==> src/rtl/add_q_pkg.sv <==
// Shared definitions for the adder result queue.
// Holds the default sizing, the queue entry layout and the saturation
// constants for the default 32-bit datapath.
package add_q_pkg;

   localparam int NUM_DEFAULT        = 32;
   localparam int ADDQ_DEPTH_DEFAULT = 4;
   localparam int TAG_W_DEFAULT      = 5;

   // Saturation values for the default datapath width
   localparam logic [NUM_DEFAULT-1:0] SAT_MAX_S = {1'b0, {(NUM_DEFAULT-1){1'b1}}};
   localparam logic [NUM_DEFAULT-1:0] SAT_MIN_S = {1'b1, {(NUM_DEFAULT-1){1'b0}}};
   localparam logic [NUM_DEFAULT-1:0] SAT_MAX_U = {NUM_DEFAULT{1'b1}};

   // One queued adder result; the queue packs entries in this field order
   typedef struct packed {
      logic [NUM_DEFAULT-1:0]   data;
      logic                     ovf;
      logic [TAG_W_DEFAULT-1:0] tag;
   } add_q_entry_t;

endpackage

==> src/rtl/sync_fifo.sv <==
// Small synchronous FIFO used to buffer adder results.
// Pointers wrap modulo DEPTH and each carries a wrap bit, so full and
// empty are told apart without a separate occupancy register.
module sync_fifo #(
   parameter int WIDTH = 8,
   parameter int DEPTH = 4,
   localparam int CW   = $clog2(DEPTH + 1)
) (
   input  logic             clk,
   input  logic             rst,
   input  logic             push,
   input  logic             pop,
   input  logic [WIDTH-1:0] din,
   output logic [WIDTH-1:0] dout,
   output logic [CW-1:0]    count,
   output logic             full,
   output logic             empty
);

   localparam int AW = (DEPTH > 1) ? $clog2(DEPTH) : 1;

   logic [AW-1:0]    wr_idx;
   logic [AW-1:0]    rd_idx;
   logic             wr_wrap;
   logic             rd_wrap;
   logic             do_pop;
   logic [WIDTH-1:0] mem [DEPTH];

   assign empty  = (wr_idx == rd_idx) && (wr_wrap == rd_wrap);
   assign full   = (wr_idx == rd_idx) && (wr_wrap != rd_wrap);
   assign do_pop = pop & ~empty;

   // Head is forced to zero when empty so stale storage never shows
   assign dout = empty ? '0 : mem[rd_idx];

   // Occupancy derived from the two pointers and their wrap bits
   always_comb begin
      count = CW'(wr_idx) - CW'(rd_idx);
      if (wr_wrap != rd_wrap) begin
         count = CW'(DEPTH) + CW'(wr_idx) - CW'(rd_idx);
      end
   end

   // Write and read pointers, each wrapping at DEPTH and toggling its wrap bit
   always_ff @(posedge clk or posedge rst) begin
      if (rst) begin
         wr_idx  <= '0;
         wr_wrap <= 1'b0;
         rd_idx  <= '0;
         rd_wrap <= 1'b0;
      end else begin
         if (push) begin
            if (wr_idx == AW'(DEPTH - 1)) begin
               wr_idx  <= '0;
               wr_wrap <= ~wr_wrap;
            end else begin
               wr_idx <= wr_idx + 1'b1;
            end
         end
         if (do_pop) begin
            if (rd_idx == AW'(DEPTH - 1)) begin
               rd_idx  <= '0;
               rd_wrap <= ~rd_wrap;
            end else begin
               rd_idx <= rd_idx + 1'b1;
            end
         end
      end
   end

   // Storage array; contents need no reset because the head is gated by empty
   always_ff @(posedge clk) begin
      if (push) begin
         mem[wr_idx] <= din;
      end
   end

endmodule

==> src/rtl/add_result_queue.sv <==
// Result queue sitting behind the registered adder.
// Tracks each issued add for one cycle, captures the registered sum and
// overflow tagged with the destination, and buffers them toward writeback.
// Credits (count plus the pending slot) keep the FIFO from ever overflowing.
// Optional macro ADDQ_SAT_EN saturates overflowing results on push.
module add_result_queue
   import add_q_pkg::*;
#(
   parameter int NUM   = NUM_DEFAULT,
   parameter int DEPTH = ADDQ_DEPTH_DEFAULT,
   parameter int TAG_W = TAG_W_DEFAULT,
   localparam int CW   = $clog2(DEPTH + 1)
) (
   input  logic             clk,
   input  logic             rst,
   input  logic             issue_valid,
   output logic             issue_ready,
   input  logic [TAG_W-1:0] issue_tag,
   input  logic             issue_sign,
   input  logic [NUM-1:0]   add_s,
   input  logic             add_ovf,
   output logic             out_valid,
   input  logic             out_ready,
   output logic [NUM-1:0]   out_data,
   output logic             out_ovf,
   output logic [TAG_W-1:0] out_tag,
   output logic             ovf_sticky,
   input  logic             ovf_clr,
   output logic [CW-1:0]    count
);

   localparam int EW = NUM + 1 + TAG_W;

   logic             p_valid;
   logic [TAG_W-1:0] p_tag;
   logic             p_sign;
   logic             fire;
   logic             push;
   logic             pop;
   logic             fifo_full;
   logic             fifo_empty;
   logic [NUM-1:0]   push_data;
   logic [EW-1:0]    push_entry;
   logic [EW-1:0]    head_entry;
   logic [CW:0]      credits_used;

   // Credits come from registers only, so out_ready never reaches issue_ready
   assign credits_used = {1'b0, count} + {{CW{1'b0}}, p_valid};
   assign issue_ready  = credits_used < (CW+1)'(DEPTH);
   assign fire         = issue_valid & issue_ready;
   assign push         = p_valid;
   assign out_valid    = ~fifo_empty;
   assign pop          = out_valid & out_ready;
   assign push_entry   = {push_data, add_ovf, p_tag};
   assign {out_data, out_ovf, out_tag} = head_entry;

   // Pending stage remembers the issued add until its registered sum arrives
   always_ff @(posedge clk or posedge rst) begin
      if (rst) begin
         p_valid <= 1'b0;
         p_tag   <= '0;
         p_sign  <= 1'b0;
      end else begin
         p_valid <= fire;
         if (fire) begin
            p_tag  <= issue_tag;
            p_sign <= issue_sign;
         end
      end
   end

`ifdef ADDQ_SAT_EN
   // Clamp overflowing sums to the extreme of their signed or unsigned range
   always_comb begin
      push_data = add_s;
      if (add_ovf) begin
         if (!p_sign) begin
            push_data = '1;
         end else if (add_s[NUM-1]) begin
            push_data = {1'b0, {(NUM-1){1'b1}}};
         end else begin
            push_data = {1'b1, {(NUM-1){1'b0}}};
         end
      end
   end
`else
   logic unused_sign;
   assign unused_sign = p_sign;

   // Without saturation the wrapped sum is queued unchanged
   always_comb begin
      push_data = add_s;
   end
`endif

   // Sticky overflow flag; a captured overflow wins over a same-cycle clear
   always_ff @(posedge clk or posedge rst) begin
      if (rst) begin
         ovf_sticky <= 1'b0;
      end else if (push && add_ovf) begin
         ovf_sticky <= 1'b1;
      end else if (ovf_clr) begin
         ovf_sticky <= 1'b0;
      end
   end

   sync_fifo #(
      .WIDTH (EW),
      .DEPTH (DEPTH)
   ) u_fifo (
      .clk   (clk),
      .rst   (rst),
      .push  (push),
      .pop   (pop),
      .din   (push_entry),
      .dout  (head_entry),
      .count (count),
      .full  (fifo_full),
      .empty (fifo_empty)
   );

   // The credit scheme makes a push into a full FIFO impossible
   assert property (@(posedge clk) disable iff (rst) !(push && fifo_full));

endmodule

==> config.mk <==
export PLATFORM = sky130hd
export DESIGN_NAME = add_result_queue
export DESIGN_NICKNAME = d
export VERILOG_FILES = /design/src/rtl/add_q_pkg.sv /design/src/rtl/sync_fifo.sv /design/src/rtl/add_result_queue.sv
export SDC_FILE = /design/constraint.sdc
export NUM_CORES = 1
export LEC_CHECK = 0
export ABC_AREA = 1
export BUFFER_PORTS_ARGS = -buffer_cell sky130_fd_sc_hd__buf_2
export CORE_UTILIZATION = 45
export DETAILED_ROUTE_END_ITERATION = 10
export GPL_TIMING_DRIVEN = 0
export PLACE_DENSITY = 0.77
export SKIP_CTS_REPAIR_TIMING = 1
export SLEW_MARGIN = 5
export SYNTH_ARGS = -nofsm -noshare
export SYNTH_HDL_FRONTEND = slang
export SYNTH_SLANG_ARGS = --single-unit
==> constraint.sdc <==
create_clock -name clk -period 4.3 [get_ports clk]
set_input_delay 0.86 -clock clk [delete_from_list [all_inputs] [get_ports clk]]
set_output_delay 0.86 -clock clk [all_outputs]
set_load 0.01 [all_outputs]
==> summary.md <==
| Metric | Value |
|---|---|
| Leak | 3.03 nW |
| Tot GR Track Use | 19.9% |
| H-tree depth | 4 |
| WL final | 15000 um |
| I/O Pins | 88 |
| Worst Setup End Kind | output pin |
| Syn Nets | 587 |
| Die Span X | 124 um |
| Clock Skews | 5.36 ps |
| Top cells by count, synth | 152 x edfxtp_1, 152 x nor2_1, 59 x o21ai_0 |
| Fin crit period | 3500 ps |
| Power Density | 797 nW/um^2 |
| Core area | 14500 um^2 |
| Sequential Power Share | 34.4% |
| Antenna diodes | 0 |
| Initial Utilization | 46.3% |
| Slew @ Worst Pin | 649 ps |
| Clock power share | 23.4% |
| Global-route wire length before repair | 22900 um |
| Die Height | 124 um |
| Main synth FF type | edfxtp_1 |
| Post-DP HPWL | 9350 um |
| DR pass1 iterations | 5 |
| Routing usage on met3 | 4.83% |
| Fin crit share | 81.5% |
| Met2 GRT Util | 32.2% |
| Net Sw Frac | 38.0% |
| Cell count after synthesis | 535 |
| Area growth syn-to-layout | 19.9% |
| Cell Int Power | 3.98 mW |
| Number of max-cap violations | 0 |
| CTS tree | built |
| CP max FO | 11 |
| Status | completed |
| # fillers | 1231 |
| CTS max path bufs | 2 |
| IO Port Bufs | 86 |
| Yosys reg bits | 165 |
| Worst hold-check path type | in2async |
| Hold Fails Final Rpt | 0 |
| WL/cell | 17.9 um |
| RSZ-0062 raised after global routing | no |
| # nets final | 696 |
| CTS Buf Count | 17 |
| Vias in the first global route | 4335 |
| Global placement routability congestion | 0.746 |
| Syn_area_per_cell | 12.6 um^2 |
| Later-pin clock latency in the skew report | 430 ps |
| Die area | 15400 um^2 |
| Fmax | 0.285 GHz |
| Pwr Total | 6.42 mW |
| Post-synth ARST share | 7.88% |
| Slew Limit Fails | 0 |
| Clock slew at reported path FFs | 60 ps |
| Post-synth EDFFs | 152 |
| CP startpoint kind | flip-flop |
| Cell taking the most area after synthesis | edfxtp_1 |
| Final setup vio count | 0 |
| CP Class | reg2out |
| Syn Std Cell Area | 6720 um^2 |
| Antenna Nets Post-Route | 0 |
| Vias | 4456 |
| CP Data Required Time | 3440 ps |
| Top-area cell type share of the netlist area | 67.9% |
| Setup_tns | 0 ps |
| Top cells by area, synth | edfxtp_1 68%, nor2_1 8.5%, dfrtp_1 4.8%, o21ai_0 4.4%, a21oi_2 2.6% |
| Sequential-to-total area share from yosys stat | 72.7% |
| Slew margin rel. | 56.7% |
| VDD IR max | 0.350 mV |
| Residual DRC | 0 |
| Psw | 2.44 mW |
| Rows | 44 |
| YS warnings | 0 |
| Share of cells above drive strength 1 | 26.8% |
| Critical Path AT | 2640 ps |
| 1st-iter DRT viols | 407 |
| Gate power share | 42.2% |
| Grt ovf | 0 |
| Gr busiest metal | met2 |
| Vias/cell | 5.30 |
| Antenna violations before repair | 1 |
| Clk root buf | clkbuf_16 |
| CTS sink cnt | 165 |
| Reg2reg setup slack | 1980 ps |
| Yosys cell types | 24 |
| Met1 Track Usage GR | 25.5% |
| Largest net degree at the start of global routing | 29 |
## power by group through the flow
stage                     Combinational (mW)  Clock [mW]  Sequential [mW]
after detailed placement                2.72           0             2.24
after global placement                  2.63           0             2.24
after floorplan                         1.71           0             2.22
after global routing                    2.99        1.57             2.23
final                                   2.71        1.50             2.21
after CTS                               2.74        1.52             2.21
## layer usage
metal	wire [um]	vias up
met2	7370	173
met1	6310	2165
met5	12	-
met4	295	2
li1	-	2094
met3	1050	22
## critical path, stage by stage (launching register included)
cell and delay [ps]:
dfrtp_1 440, inv_2 90, clkbuf_1 500, ha_1 370, nand4_4 140, inv_2 50
buf_2 200, a21oi_1 230, buf_2 180
## state kept, by name, summed over array words and instances (netlist names)
register	flops
u_fifo.rd_wrap	1
ovf_sticky	1
u_fifo.rd_idx	2
u_fifo.wr_idx	2
u_fifo.wr_wrap	1
p_valid	1
u_fifo.mem	152
p_tag	5
## cell families after synthesis
kind of cell               share of synthesized area, %
and+or+nand+nor                                    11.6
adders and majority gates                          1.60
AOI/OAI and AO/OA                                  9.97
DFF                                                72.7
buffers and inverters                              4.00
xor gates and xnor gates                          0.130
## placed cells by master, fill, tap and decap left out, types with 3 or more instances in the layout
master	Yosys	layout
buf_2	15	101
bufinv_16	0	3
nand3_1	10	10
inv_2	5	9
nand2_1	25	25
edfxtp_1	152	152
o21ai_1	21	21
clkbuf_1	7	8
a21oi_1	19	19
nor2_1	152	152
inv_1	13	9
clkinvlp_4	0	4
clkinv_2	0	4
o21ai_0	59	59
buf_6	4	4
ha_1	7	7
a21oi_2	20	20
dfrtp_1	13	13
buf_12	2	5
clkbuf_16	0	17
## final cells by class
cell class                 instances  area [um^2]  share of cell area [%]
buffer                            30          201                    2.50
timing repair buffer              90          518                    6.42
sequential                       165         4890                    60.6
clock buffer                      18          429                    5.32
tap                              184          230                    2.86
multi-input combinational        322         1570                    19.4
inverter                          18         67.6                   0.838
clock inverter                    14          161                    2.00
## path summary, 6_finish.rpt
kind	startpoint	end	cells after the start
setup / recovery	u_fifo.rd_idx[1]$_DFFE_PP0P_	out_tag[1]	8
hold / removal	rst	u_fifo.wr_wrap$_DFFE_PP0P_	2
setup reg to reg	u_fifo.rd_idx[1]$_DFFE_PP0P_	p_tag[3]$_DFFE_PP0P_	7
hold reg to reg	p_tag[2]$_DFFE_PP0P_	u_fifo.mem[3][2]$_DFFE_PP_	0
max in group asynchronous	rst	p_tag[0]$_DFFE_PP0P_	2
min in group clk	p_tag[2]$_DFFE_PP0P_	u_fifo.mem[3][2]$_DFFE_PP_	0
## stage by stage
| stage | area, um^2 | util, % | hold slack, ps | cells | setup WS [ps] |
|---|---|---|---|---|---|
| final | 8060 | 55.5 | 466 | 841 | 797 |
| after global routing | 8060 | 55.5 | 507 | 841 | 678 |
| after CTS | 8060 | 55.5 | 473 | 841 | 808 |
| after detailed placement | 7470 | 51.4 | 499 | 809 | 1270 |
| after global placement | 7380 | 50.8 | 486 | 805 | 1290 |
| after floorplan | 6720 | - | 476 | 535 | 1740 |
Note: power is estimated with default switching activity, not from simulation.
